<file path="src/rtl/u2_addsub_seq.sv">
// Multi-cycle U2 adder/subtractor, CHUNK bits per clock, LSB chunk first.
// Optional saturation on signed overflow: define U2_ADDSUB_SAT_EN.
module u2_addsub_seq #(
    parameter int WIDTH = 8,
    parameter int CHUNK = 2
) (
    input  logic             clk,
    input  logic             rst_n,
    input  logic             in_valid,
    output logic             in_ready,
    input  logic [WIDTH-1:0] a,
    input  logic [WIDTH-1:0] b,
    input  logic             cin,
    input  logic             sub,
    output logic             out_valid,
    input  logic             out_ready,
    output logic [WIDTH-1:0] sum,
    output logic             cout,
    output logic             ovf,
    output logic             zero,
    output logic             neg
);

    localparam int N  = WIDTH / CHUNK;
    localparam int CW = (N > 1) ? $clog2(N) : 1;

    if (WIDTH < 2 || CHUNK < 1 || (WIDTH % CHUNK) != 0) begin : g_bad_cfg
        $error("u2_addsub_seq: WIDTH must be >=2 and a multiple of CHUNK");
    end

    typedef enum logic [1:0] {
        IDLE,
        RUN,
        DONE
    } state_t;

    state_t            state;
    logic [WIDTH-1:0]  a_r;
    logic [WIDTH-1:0]  b_r;
    logic [WIDTH-1:0]  acc;
    logic              carry;
    logic [CW-1:0]     cnt;

    logic [CHUNK:0]    part;
    logic [WIDTH-1:0]  full;
    logic [WIDTH-1:0]  fin;
    logic              c_msb;
    logic              ovf_n;
    logic              last;
    int                idx;

    always_comb begin
        idx  = int'(cnt) * CHUNK;
        part = {1'b0, a_r[idx +: CHUNK]}
             + {1'b0, b_r[idx +: CHUNK]}
             + {{CHUNK{1'b0}}, carry};
        full = acc;
        full[idx +: CHUNK] = part[CHUNK-1:0];
        // sum bit = a ^ b ^ carry-in, so the MSB carry-in falls out directly
        c_msb = full[WIDTH-1] ^ a_r[WIDTH-1] ^ b_r[WIDTH-1];
        ovf_n = c_msb ^ part[CHUNK];
        fin   = full;
`ifdef U2_ADDSUB_SAT_EN
        if (ovf_n) begin
            fin = full[WIDTH-1] ? {1'b0, {(WIDTH-1){1'b1}}}
                                : {1'b1, {(WIDTH-1){1'b0}}};
        end
`endif
        last = (cnt == CW'(N - 1));
    end

    always_ff @(posedge clk or negedge rst_n) begin
        if (!rst_n) begin
            state     <= IDLE;
            in_ready  <= 1'b1;
            out_valid <= 1'b0;
            sum       <= '0;
            cout      <= 1'b0;
            ovf       <= 1'b0;
            zero      <= 1'b0;
            neg       <= 1'b0;
            a_r       <= '0;
            b_r       <= '0;
            acc       <= '0;
            carry     <= 1'b0;
            cnt       <= '0;
        end else begin
            unique case (state)
                IDLE: begin
                    if (in_valid && in_ready) begin
                        a_r      <= a;
                        b_r      <= b ^ {WIDTH{sub}};
                        carry    <= cin ^ sub;
                        cnt      <= '0;
                        acc      <= '0;
                        in_ready <= 1'b0;
                        state    <= RUN;
                    end
                end
                RUN: begin
                    acc   <= full;
                    carry <= part[CHUNK];
                    cnt   <= cnt + 1'b1;
                    if (last) begin
                        sum       <= fin;
                        cout      <= part[CHUNK];
                        ovf       <= ovf_n;
                        zero      <= (fin == '0);
                        neg       <= fin[WIDTH-1];
                        out_valid <= 1'b1;
                        state     <= DONE;
                    end
                end
                DONE: begin
                    if (out_ready) begin
                        out_valid <= 1'b0;
                        in_ready  <= 1'b1;
                        state     <= IDLE;
                    end
                end
                default: begin
                    state <= IDLE;
                end
            endcase
        end
    end

endmodule
</file>
<file path="config.mk">
export PLATFORM = sky130hd
export DESIGN_NAME = u2_addsub_seq
export DESIGN_NICKNAME = d
export VERILOG_FILES = /design/src/rtl/u2_addsub_seq.sv
export SDC_FILE = /design/constraint.sdc
export NUM_CORES = 1
export LEC_CHECK = 0
export BUFFER_PORTS_ARGS = -buffer_cell sky130_fd_sc_hd__buf_2
export CAP_MARGIN = 0
export CORE_ASPECT_RATIO = 1.25
export CORE_MARGIN = 1
export CORE_UTILIZATION = 50
export DETAILED_ROUTE_END_ITERATION = 12
export PLACE_DENSITY_LB_ADDON = 0.25
export SLEW_MARGIN = 0
export SYNTH_ARGS = -nofsm -noshare
export SYNTH_HDL_FRONTEND = slang
export SYNTH_SLANG_ARGS = --single-unit
</file>
<file path="constraint.sdc">
create_clock -name clk -period 3.55 [get_ports clk]
set_input_delay 0.5325 -clock clk [delete_from_list [all_inputs] [get_ports clk]]
set_output_delay 0.5325 -clock clk [all_outputs]
set_load 0.01 [all_outputs]
</file>
==> impl_metrics.ini, run 1 <==
[yosys]
syn-instance-count = 195
ys_ff_latch = 42
synth_edf_count = 0
ys_types = 35
syn_area_per_cell_sq_um = 11.0
yosysSeqAreaShare = 0.490
netlist_area_sq_mm = 0.00215
ys.flop_type = dfrtp_1
synth_fp_nets = 225
synth-async-reset-ratio = 1.00
yosysWarnings = 0

[power_and_ir_drop]
leakagePower_uw = 0.00123
power_per_cell_area_mw_per_mm2 = 352
pwr-share-seq = 0.551
power.switching_uw = 178
switching_share = 0.205
intPower_uw = 690
power_frac_clock = 0.410
ir_worst_vdd_mv = 0.232
pwr-share-comb = 0.039

[finish]
stdcell_count = 285
drive_gt1_frac = 0.258
area_growth_pct = 14.4
final_common_cell = dfrtp_1
fillCellCount = 358
diodes = 0
finalNetCount = 258
final_cell_mix = dfrtp_1, buf_2, nand2_1

[run]
drv_cap = 0

[floorplan]
die_w_microns = 60.6
die-height_microns = 75.3
io_pins = 36
num_rows = 26
fp.dieArea_sq_mm = 0.00457
initial_core_util = 0.524
core-area_sq_mm = 0.00410

[placement]
dp.final_hpwl_mm = 2.82
dpl.cell_count = 277
globalplace.congestion = 0.833
io_buffers = 35

[setup_path]
r2r_cells = 8
reg2reg_to = zero
arrival_ns = 3.10
start_kind = flop
critPathCaptureType = flop
crit_family = adder cells
crit_buf_inv = 1
cpMostUsedCell = fa_1
crit_type = reg -> reg
crit_chain = mux4_1, fa_1, inv_1, fa_1, nor2_1, a31oi_1, and4bb_1, a32o_1
rrSetupSlack_ns = 0.64
critPathMaxFanout = 5
cpPeakStageDelay_ns = 0.59
critPathSlowestCell = mux4_1
r2r_start = cnt[0]
worst_ep_required_time_ns = 3.74

[clock_network]
cts_resized = 0
cts_tree = done
htreeDepth = 2
cts.sinks = 42
postCtsSetupBuffers = 0
clock-root-buffer = clkbuf_8
hold_buffers = 0
cts_buffers = 5
cts.clk_slew.worst_paths_ns = 0.08
max-clock-path-buffers = 2
clkLatencyLatePin_ns = 0.29

[global_routing]
grt_pass1_vias = 1503
grt_usage = 0.203
overflow = 0
antenna_found_initial = 0
grt_max_degree = 43
grt_pass1_wl_mm = 6.76

[detailed_routing]
wl_mm = 3.92
avgViaCountPerCell = 5.28
post-route-drc-count = 0
ant_nets = 0
drt-wirelength-per-cell_microns = 13.7
drt_iter0_markers = 70
dr.pass1.iters = 4
vias = 1506

[worst_hold_path]
hp-class = in -> async

[sta]
slew_violations = 0
max_freq_ghz = 0.343
hold_viol = 0
rsz0062_at_grt = false
tns_ns = 0
setup_viol = 0
clock_skew_ns = 0.00224
tightest_slew_ns = 0.899
min_period_over_period = 0.820
final.min_clock_period_ns = 2.91
relSlewSlack = 0.400

[status]
outcome = finished, final reports clean
-- power by group through the flow --
stage	Clock (uW)	Combinational, uW	Sequential [uW]
6_report	355	33.5	478
5_1_grt	380	39.1	478
4_1_cts	362	34.8	478
3_5_place_dp	0	34.6	487
3_3_place_gp	0	34.1	487
2_1_floorplan	0	11.5	488
-- stage by stage --
stage | power, uW | hold slack (ns) | instance area (sq um) | setup WS [ns] | util
detailed placement | 522 | 0.466 | 2350 | 0.634 | 0.573
global route | 897 | 0.444 | 2460 | 0.504 | 0.600
finish | 867 | 0.365 | 2460 | 0.639 | 0.600
floorplan | 499 | 0.237 | 2150 | 0.630 | -
global placement | 522 | 0.456 | 2350 | 0.699 | 0.573
CTS | 874 | 0.402 | 2460 | 0.623 | 0.600
-- worst max-delay path by stage --
stage                start   end  slack [ns]  depth (start not counted)
finish              cnt[0]  zero        0.64                          8
global route        cnt[0]  zero        0.50                          8
CTS                 cnt[0]  zero        0.62                          8
detailed placement  cnt[0]  zero        0.63                          8
global placement    cnt[0]  zero        0.70                          8
floorplan           cnt[0]  zero        0.63                          9
-- worst register-to-register path: stages, from the launching register on --
cell and delay (ns):
dfrtp_1 0.42, mux4_1 0.60, fa_1 0.40, inv_1 0.08, fa_1 0.51, nor2_1 0.17
a31oi_1 0.17, and4bb_1 0.23, a32o_1 0.23
-- cell usage after synthesis, drive strengths merged, types with 3 or more instances --
library cell,n,area [sq um]
o31ai,3,22.5
a21oi,15,75.1
mux2,8,90.1
a31oi,4,25.0
mux4,4,105
xnor2,11,96.3
o22ai,6,37.5
ha,6,75.1
o21ai,12,60.1
nand2,22,82.6
nor2,15,56.3
dfrtp,41,1030
inv,9,33.8
nor2b,6,37.5
buf,10,70.1
and2b,4,33.8
-- routing by layer --
| layer | wire (microns) | vias up | GRT usage |
|---|---|---|---|
| met5 | 0 | - | 0 |
| met2 | 1950 | 41 | 0.348 |
| met1 | 1750 | 708 | 0.246 |
| li1 | - | 748 | - |
| met4 | 80 | 0 | 0.0833 |
| met3 | 139 | 9 | 0.0458 |
-- logic make-up after synthesis --
family / share of synthesized area
AO/OA/AOI/OAI: 0.124
XOR/XNOR: 0.0489
adder cells (fa/ha/maj): 0.0536
buffers and inverters: 0.0506
flip-flops: 0.490
multiplexers: 0.100
AND/OR/NAND/NOR: 0.133
-- area by class of cell --
class | instances | area, sq um | area share
Tap cell | 56 | 70.1 | 0.0285
Clock buffer | 8 | 110 | 0.0448
Multi-Input combinational cell | 133 | 1000 | 0.408
Sequential cell | 42 | 1050 | 0.428
Inverter | 9 | 33.8 | 0.0137
Timing Repair Buffer | 37 | 190 | 0.0773
-- state kept, by name, indices dropped and copies added, names as in the netlist, 2 cells and up --
register	count
state	2
acc	8
sum	8
b_r	8
a_r	8
cnt	2
Power figures use the tool's default switching activity.
==> run 2, diff against run 1 <==
ABC_AREA = 1   (was unset)
clock period = 2.85 ns   (was 3.55 ns; I/O delays follow)
==> run 2 against run 1 <==
Against the previous run:
- non-clock buffer count stayed put
- power rose to 3.2 times the previous value
- first-iteration DRC count rose by 8.6%
- flip-flop and latch count did not move
- synthesized cell count increased by 25%
- clock power rose by 34%
- register-to-register slack got worse by 0.33 ns
- count of clock-buffer cells in the layout shrank 1
- die area down 2.4%
- routed wire length increased by 0.87%
- utilization increased by 1.8 points
- design area down 1.7%
- largest power group is now combinational cells
- highest routed layer unchanged
==> impl_metrics.ini, run 2 <==
[floorplan]
die-height_microns = 74.4
io_pins = 36
initial_core_util = 0.536
num_rows = 25
fp.dieArea_sq_mm = 0.00446
core-area_sq_mm = 0.00391
die_w_microns = 59.9

[yosys]
synth_common_cells = nand2_1, dfrtp_1, nor2_1
synth_top_family_by_area = simple AND/OR/NAND/NOR gates
ys_ff_latch = 42
yosysSeqAreaShare = 0.502
netlist_area_sq_mm = 0.00210
synth_top_area_share = 0.489
synth_xor_area_frac = 0.0418
synth_fa_ha_area_frac = 0.0549
synth-simple-area-share = 0.207
synth-async-reset-ratio = 1.00
synth.top_cells.by_area = dfrtp_1, nand2_1, nor2_1
synth_fp_nets = 274
synthMuxAreaShare = 0
syn_area_per_cell_sq_um = 8.59
yosysTopAreaCell = dfrtp_1
yosysWarnings = 0
ys_types = 28
syn-instance-count = 244
yosysMostFrequentCell = nand2_1
synth_compound_area_frac = 0.124
ys.flop_type = dfrtp_1
synth_edf_count = 0

[power_and_ir_drop]
ir_worst_vdd_mv = 0.534
power_per_cell_area_mw_per_mm2 = 1140
power.switching_uw = 1130
pwr-share-seq = 0.370
intPower_uw = 1630
leakagePower_uw = 0.00123
switching_share = 0.410
pwr-share-comb = 0.458
power_frac_clock = 0.172

[clock_network]
clkLatencyLatePin_ns = 0.29
cts.sinks = 42
max-clock-path-buffers = 2
cts_tree = done
hold_buffers = 0
postCtsSetupBuffers = 0
htreeDepth = 2
clock-root-buffer = clkbuf_8
cts.clk_slew.worst_paths_ns = 0.08
cts_buffers = 5

[finish]
area_growth_pct = 15.3
diodes = 0
final_common_cell = nand2_1
multiInputGateArea_sq_um = 896
finalNetCount = 310
post-route-util = 0.619
stdcell_count = 335
drive_gt1_frac = 0.210
final_cell_mix = nand2_1, dfrtp_1, buf_2
seq_area_sq_mm = 0.00105
fillCellCount = 375

[setup_path]
cpPeakStageDelay_ns = 0.44
cpMostUsedCell = nand2_1
worst_ep_required_time_ns = 3.08
crit_chain = clkinvlp_4, o21ai_0, o22ai_1, fa_1, inv_1, fa_1, nor2_1, nand2_1, o22ai_2, inv_1, nand2_1, nand3_1, nand2_1
critPathSlowestCell = dfrtp_2
critPathMaxFanout = 10
arrival_ns = 2.77
start_kind = flop
critPathCaptureType = flop
crit_type = reg -> reg

[sta]
min_period_over_period = 0.890
final.min_clock_period_ns = 2.54
worst_slack_ns = 0.314
tns_ns = 0
setup_viol = 0
slew_violations = 0
whs_ns = 0.251
clock_skew_ns = 0.00669
hold_viol = 0
rsz0062_at_grt = false
max_freq_ghz = 0.394
tightest_slew_ns = 0.892
relSlewSlack = 0.405

[detailed_routing]
drt_iter0_markers = 76
ant_nets = 0
vias = 1665
dr.pass1.iters = 4
wl_mm = 3.95
post-route-drc-count = 0
drt-wirelength-per-cell_microns = 11.8
avgViaCountPerCell = 4.97

[global_routing]
overflow = 0
grt_max_degree = 43
grt_pass1_wl_mm = 6.81
grt_pass1_vias = 1581
antenna_found_initial = 0
grt_usage = 0.206

[run]
drv_cap = 0

[placement]
dpl.cell_count = 327
io_buffers = 35
dp_slack_ns = 0.241
globalplace.congestion = 0.878
dp.final_hpwl_mm = 2.90

[worst_hold_path]
hp-class = in -> async

[status]
outcome = finished, final reports clean
[run 2: changes by cell type in the layout (fill, tap and decap cells not counted), moves of 5 or more]
| cell | change |
|---|---|
| a21oi_1 | -12 |
| nor2_1 | +8 |
| o21ai_1 | +13 |
| mux2_2 | -8 |
| inv_2 | +5 |
| nand3_1 | +9 |
| nand2_1 | +49 |
| inv_1 | +9 |
| nor2b_1 | -6 |
[run 2: final timing paths]
| path | from | end | slack (ns) | depth (start not counted) |
|---|---|---|---|---|
| setup / recovery | cnt[1] | ovf | 0.31 | 13 |
| hold / removal | rst_n | out_valid | 0.25 | 1 |
| setup reg to reg | cnt[1] | ovf | 0.31 | 13 |
| hold reg to reg | sum[6] | sum[6] | 0.48 | 2 |
| max in group asynchronous | rst_n | cnt[0] | 1.98 | 1 |
| min in group clk | a[1] | a_r[1] | 0.33 | 3 |
[run 2: repair_timing]
action                     CTS  global route
hold endpoints to repair     0             0
setup endpoints to repair    0             3
gates resized for setup      0             3
[run 2: area by class of cell]
type	instances	share of cell area
sequential	42	0.436
multi-input combinational	170	0.370
timing repair buffer	37	0.0786
inverter	24	0.0388
clock buffer	7	0.0357
tap	54	0.0279
clock inverter	1	0.0124
[run 2: critical path, delay by kind of cell, from the launching register on]
family / cells / cell delay (ns)
buffers and inverters: 3 / 0.37
adder cells (fa/ha/maj): 2 / 0.82
flip-flops: 1 / 0.44
AND/OR/NAND/NOR: 5 / 0.45
AO/OA/AOI/OAI: 3 / 0.37
[run 2: metrics by stage]
stage,total power [uW],instance area [sq um]
after floorplan,1950,2100
after global placement,2250,2300
after detailed placement,2290,2300
after CTS,2780,2410
after global routing,3020,2420
final,2750,2420
[run 2: per-layer routing]
metal  vias up  part of all wire  track usage
met1       769              0.44        0.247
met2        37              0.51        0.352
li1        851                 -            -
met3         8             0.033       0.0470
met5         -                 0            0
met4         0             0.022       0.0853
[run 2: logic make-up after synthesis]
group	count (synthesis)
compound gates	44
xor+xnor	10
fa+ha+maj	8
buf+inv	32
flops	42
simple gates	108
[run 2: power groups by stage]
stage / clock [uW] / sequential [uW] / combinational, uW
after floorplan: 0 / 1020 / 930
after detailed placement: 0 / 1020 / 1260
after global routing: 516 / 1050 / 1450
final: 474 / 1020 / 1260
after global placement: 0 / 1020 / 1240
after CTS: 488 / 1020 / 1270
==> run 3, diff against run 2 <==
ABC_AREA = unset   (was 1)
==> run 3 against run 2 <==
Against the previous run:
- worst setup slack got worse by 0.19 ns
- maximum frequency decreased by 7.0%
- clock skew increased by 0.0018 ns
- critical path depth decreased by 5
- final cell count decreased by 13%
- combinational power decreased by 97%
- count of clock-buffer cells in the layout unchanged
- critical path type unchanged
- sequential power decreased by 42%
- non-clock buffer count increased by 7
==> impl_metrics.ini, run 3 (same netlist as run 1, synthesis figures left out) <==
[finish]
finalNetCount = 265
diodes = 0
final_common_cell = dfrtp_1
area_growth_pct = 15.9
fillCellCount = 370
drive_gt1_frac = 0.297
final_cell_mix = dfrtp_1, buf_2, nand2_1
stdcell_count = 292
post-route-util = 0.608

[sta]
relSlewSlack = 0.392
setup_viol = 0
slew_violations = 0
final.min_clock_period_ns = 2.73
max_freq_ghz = 0.367
clock_skew_ns = 0.00844
worst_slack_ns = 0.122
hold_viol = 0
min_period_over_period = 0.957
tightest_slew_ns = 0.911

[setup_path]
reg2reg_to = zero
worst_ep_required_time_ns = 3.03
cpPeakStageDelay_ns = 0.54
arrival_ns = 2.91
r2r_cells = 8
critPathSlowestCell = mux4_2
critPathCaptureType = flop
rrSetupSlack_ns = 0.12
cpMostUsedCell = fa_2
crit_type = reg -> reg
start_kind = flop
crit_chain = mux4_2, fa_2, inv_1, fa_2, nor2_1, a31oi_1, and4bb_1, a32o_1
r2r_start = cnt[0]
critPathMaxFanout = 5

[power_and_ir_drop]
leakagePower_uw = 0.00123
power_uw = 1030
power_per_cell_area_mw_per_mm2 = 412
ir_worst_vdd_mv = 0.271

[global_routing]
overflow = 0
grt_pass1_wl_mm = 6.53
grt_max_degree = 43
grt_pass1_vias = 1375
antenna_found_initial = 0
grt_usage = 0.197

[clock_network]
hold_buffers = 0
max-clock-path-buffers = 2
cts_buffers = 5
cts.clk_slew.worst_paths_ns = 0.08
htreeDepth = 2
cts_tree = done
postCtsSetupBuffers = 0
clkLatencyLatePin_ns = 0.29
cts.sinks = 42
clock-root-buffer = clkbuf_8

[detailed_routing]
drt-wirelength-per-cell_microns = 13.0
drt_iter0_markers = 108
vias = 1491
wl_mm = 3.80
dr.pass1.iters = 4
avgViaCountPerCell = 5.11
ant_nets = 0
post-route-drc-count = 0

[floorplan]
die_w_microns = 60.6
initial_core_util = 0.524
fp.dieArea_sq_mm = 0.00457
core-area_sq_mm = 0.00410
die-height_microns = 75.3
num_rows = 26
io_pins = 36

[run]
drv_cap = 0

[placement]
globalplace.congestion = 0.789
dp.final_hpwl_mm = 2.87
dpl.cell_count = 284
dp_slack_ns = 0.0597
io_buffers = 35

[status]
outcome = finished, final reports clean

[worst_hold_path]
hp-class = in -> async
## run 3: where the power goes
part | leakage (uW) | switching (uW) | internal [uW]
Clock | 0.0000482 | 194 | 195
Sequential | 0.000536 | 0 | 595
Combinational | 0.000651 | 22.7 | 19.0
## run 3: what timing repair did
| action | in CTS | in global routing |
|---|---|---|
| resized for setup | 0 | 1 |
| hold endpoints to repair | 0 | 0 |
| setup endpoints to repair | 0 | 2 |
## run 3: routing by layer
layer | vias up | global-route usage | routed length (microns)
met4 | 0 | 0.0758 | 62
met3 | 5 | 0.0407 | 119
met2 | 31 | 0.325 | 1940
li1 | 753 | - | -
met1 | 702 | 0.255 | 1680
met5 | - | 0 | 0
## run 3: how the worst max path moves through the flow
stage	startpoint	endpoint	cells after the start
5_1_grt	cnt[0]	zero	8
2_1_floorplan	cnt[0]	zero	9
3_3_place_gp	cnt[0]	zero	8
6_report	cnt[0]	zero	8
4_1_cts	cnt[0]	zero	8
3_5_place_dp	cnt[0]	zero	8
## run 3: stage by stage
stage / hold WS, ns / instance area [sq um] / TNS [ns]
detailed placement: 0.465 / 2400 / 0
floorplan: 0.132 / 2150 / 0
global route: 0.330 / 2490 / -0.0131
CTS: 0.296 / 2490 / 0
global placement: 0.457 / 2400 / 0
finish: 0.254 / 2490 / 0
## run 3: area by class of cell
type,count,area [sq um],share of cell area
flip-flops and latches,42,1050,0.423
multi-input cells,133,1000,0.402
repair buffers,44,243,0.0974
clock buffers,7,86.3,0.0346
well taps,56,70.1,0.0281
inverters,9,33.8,0.0136
clock inverters,1,5.00,0.00201
## run 3: worst max-delay path, delay by kind of cell (launching register included)
family | cells | cell delay, ns
fa+ha+maj | 2 | 0.84
buf+inv | 1 | 0.08
simple gates | 2 | 0.38
mux | 1 | 0.54
flops | 1 | 0.42
compound gates | 2 | 0.36
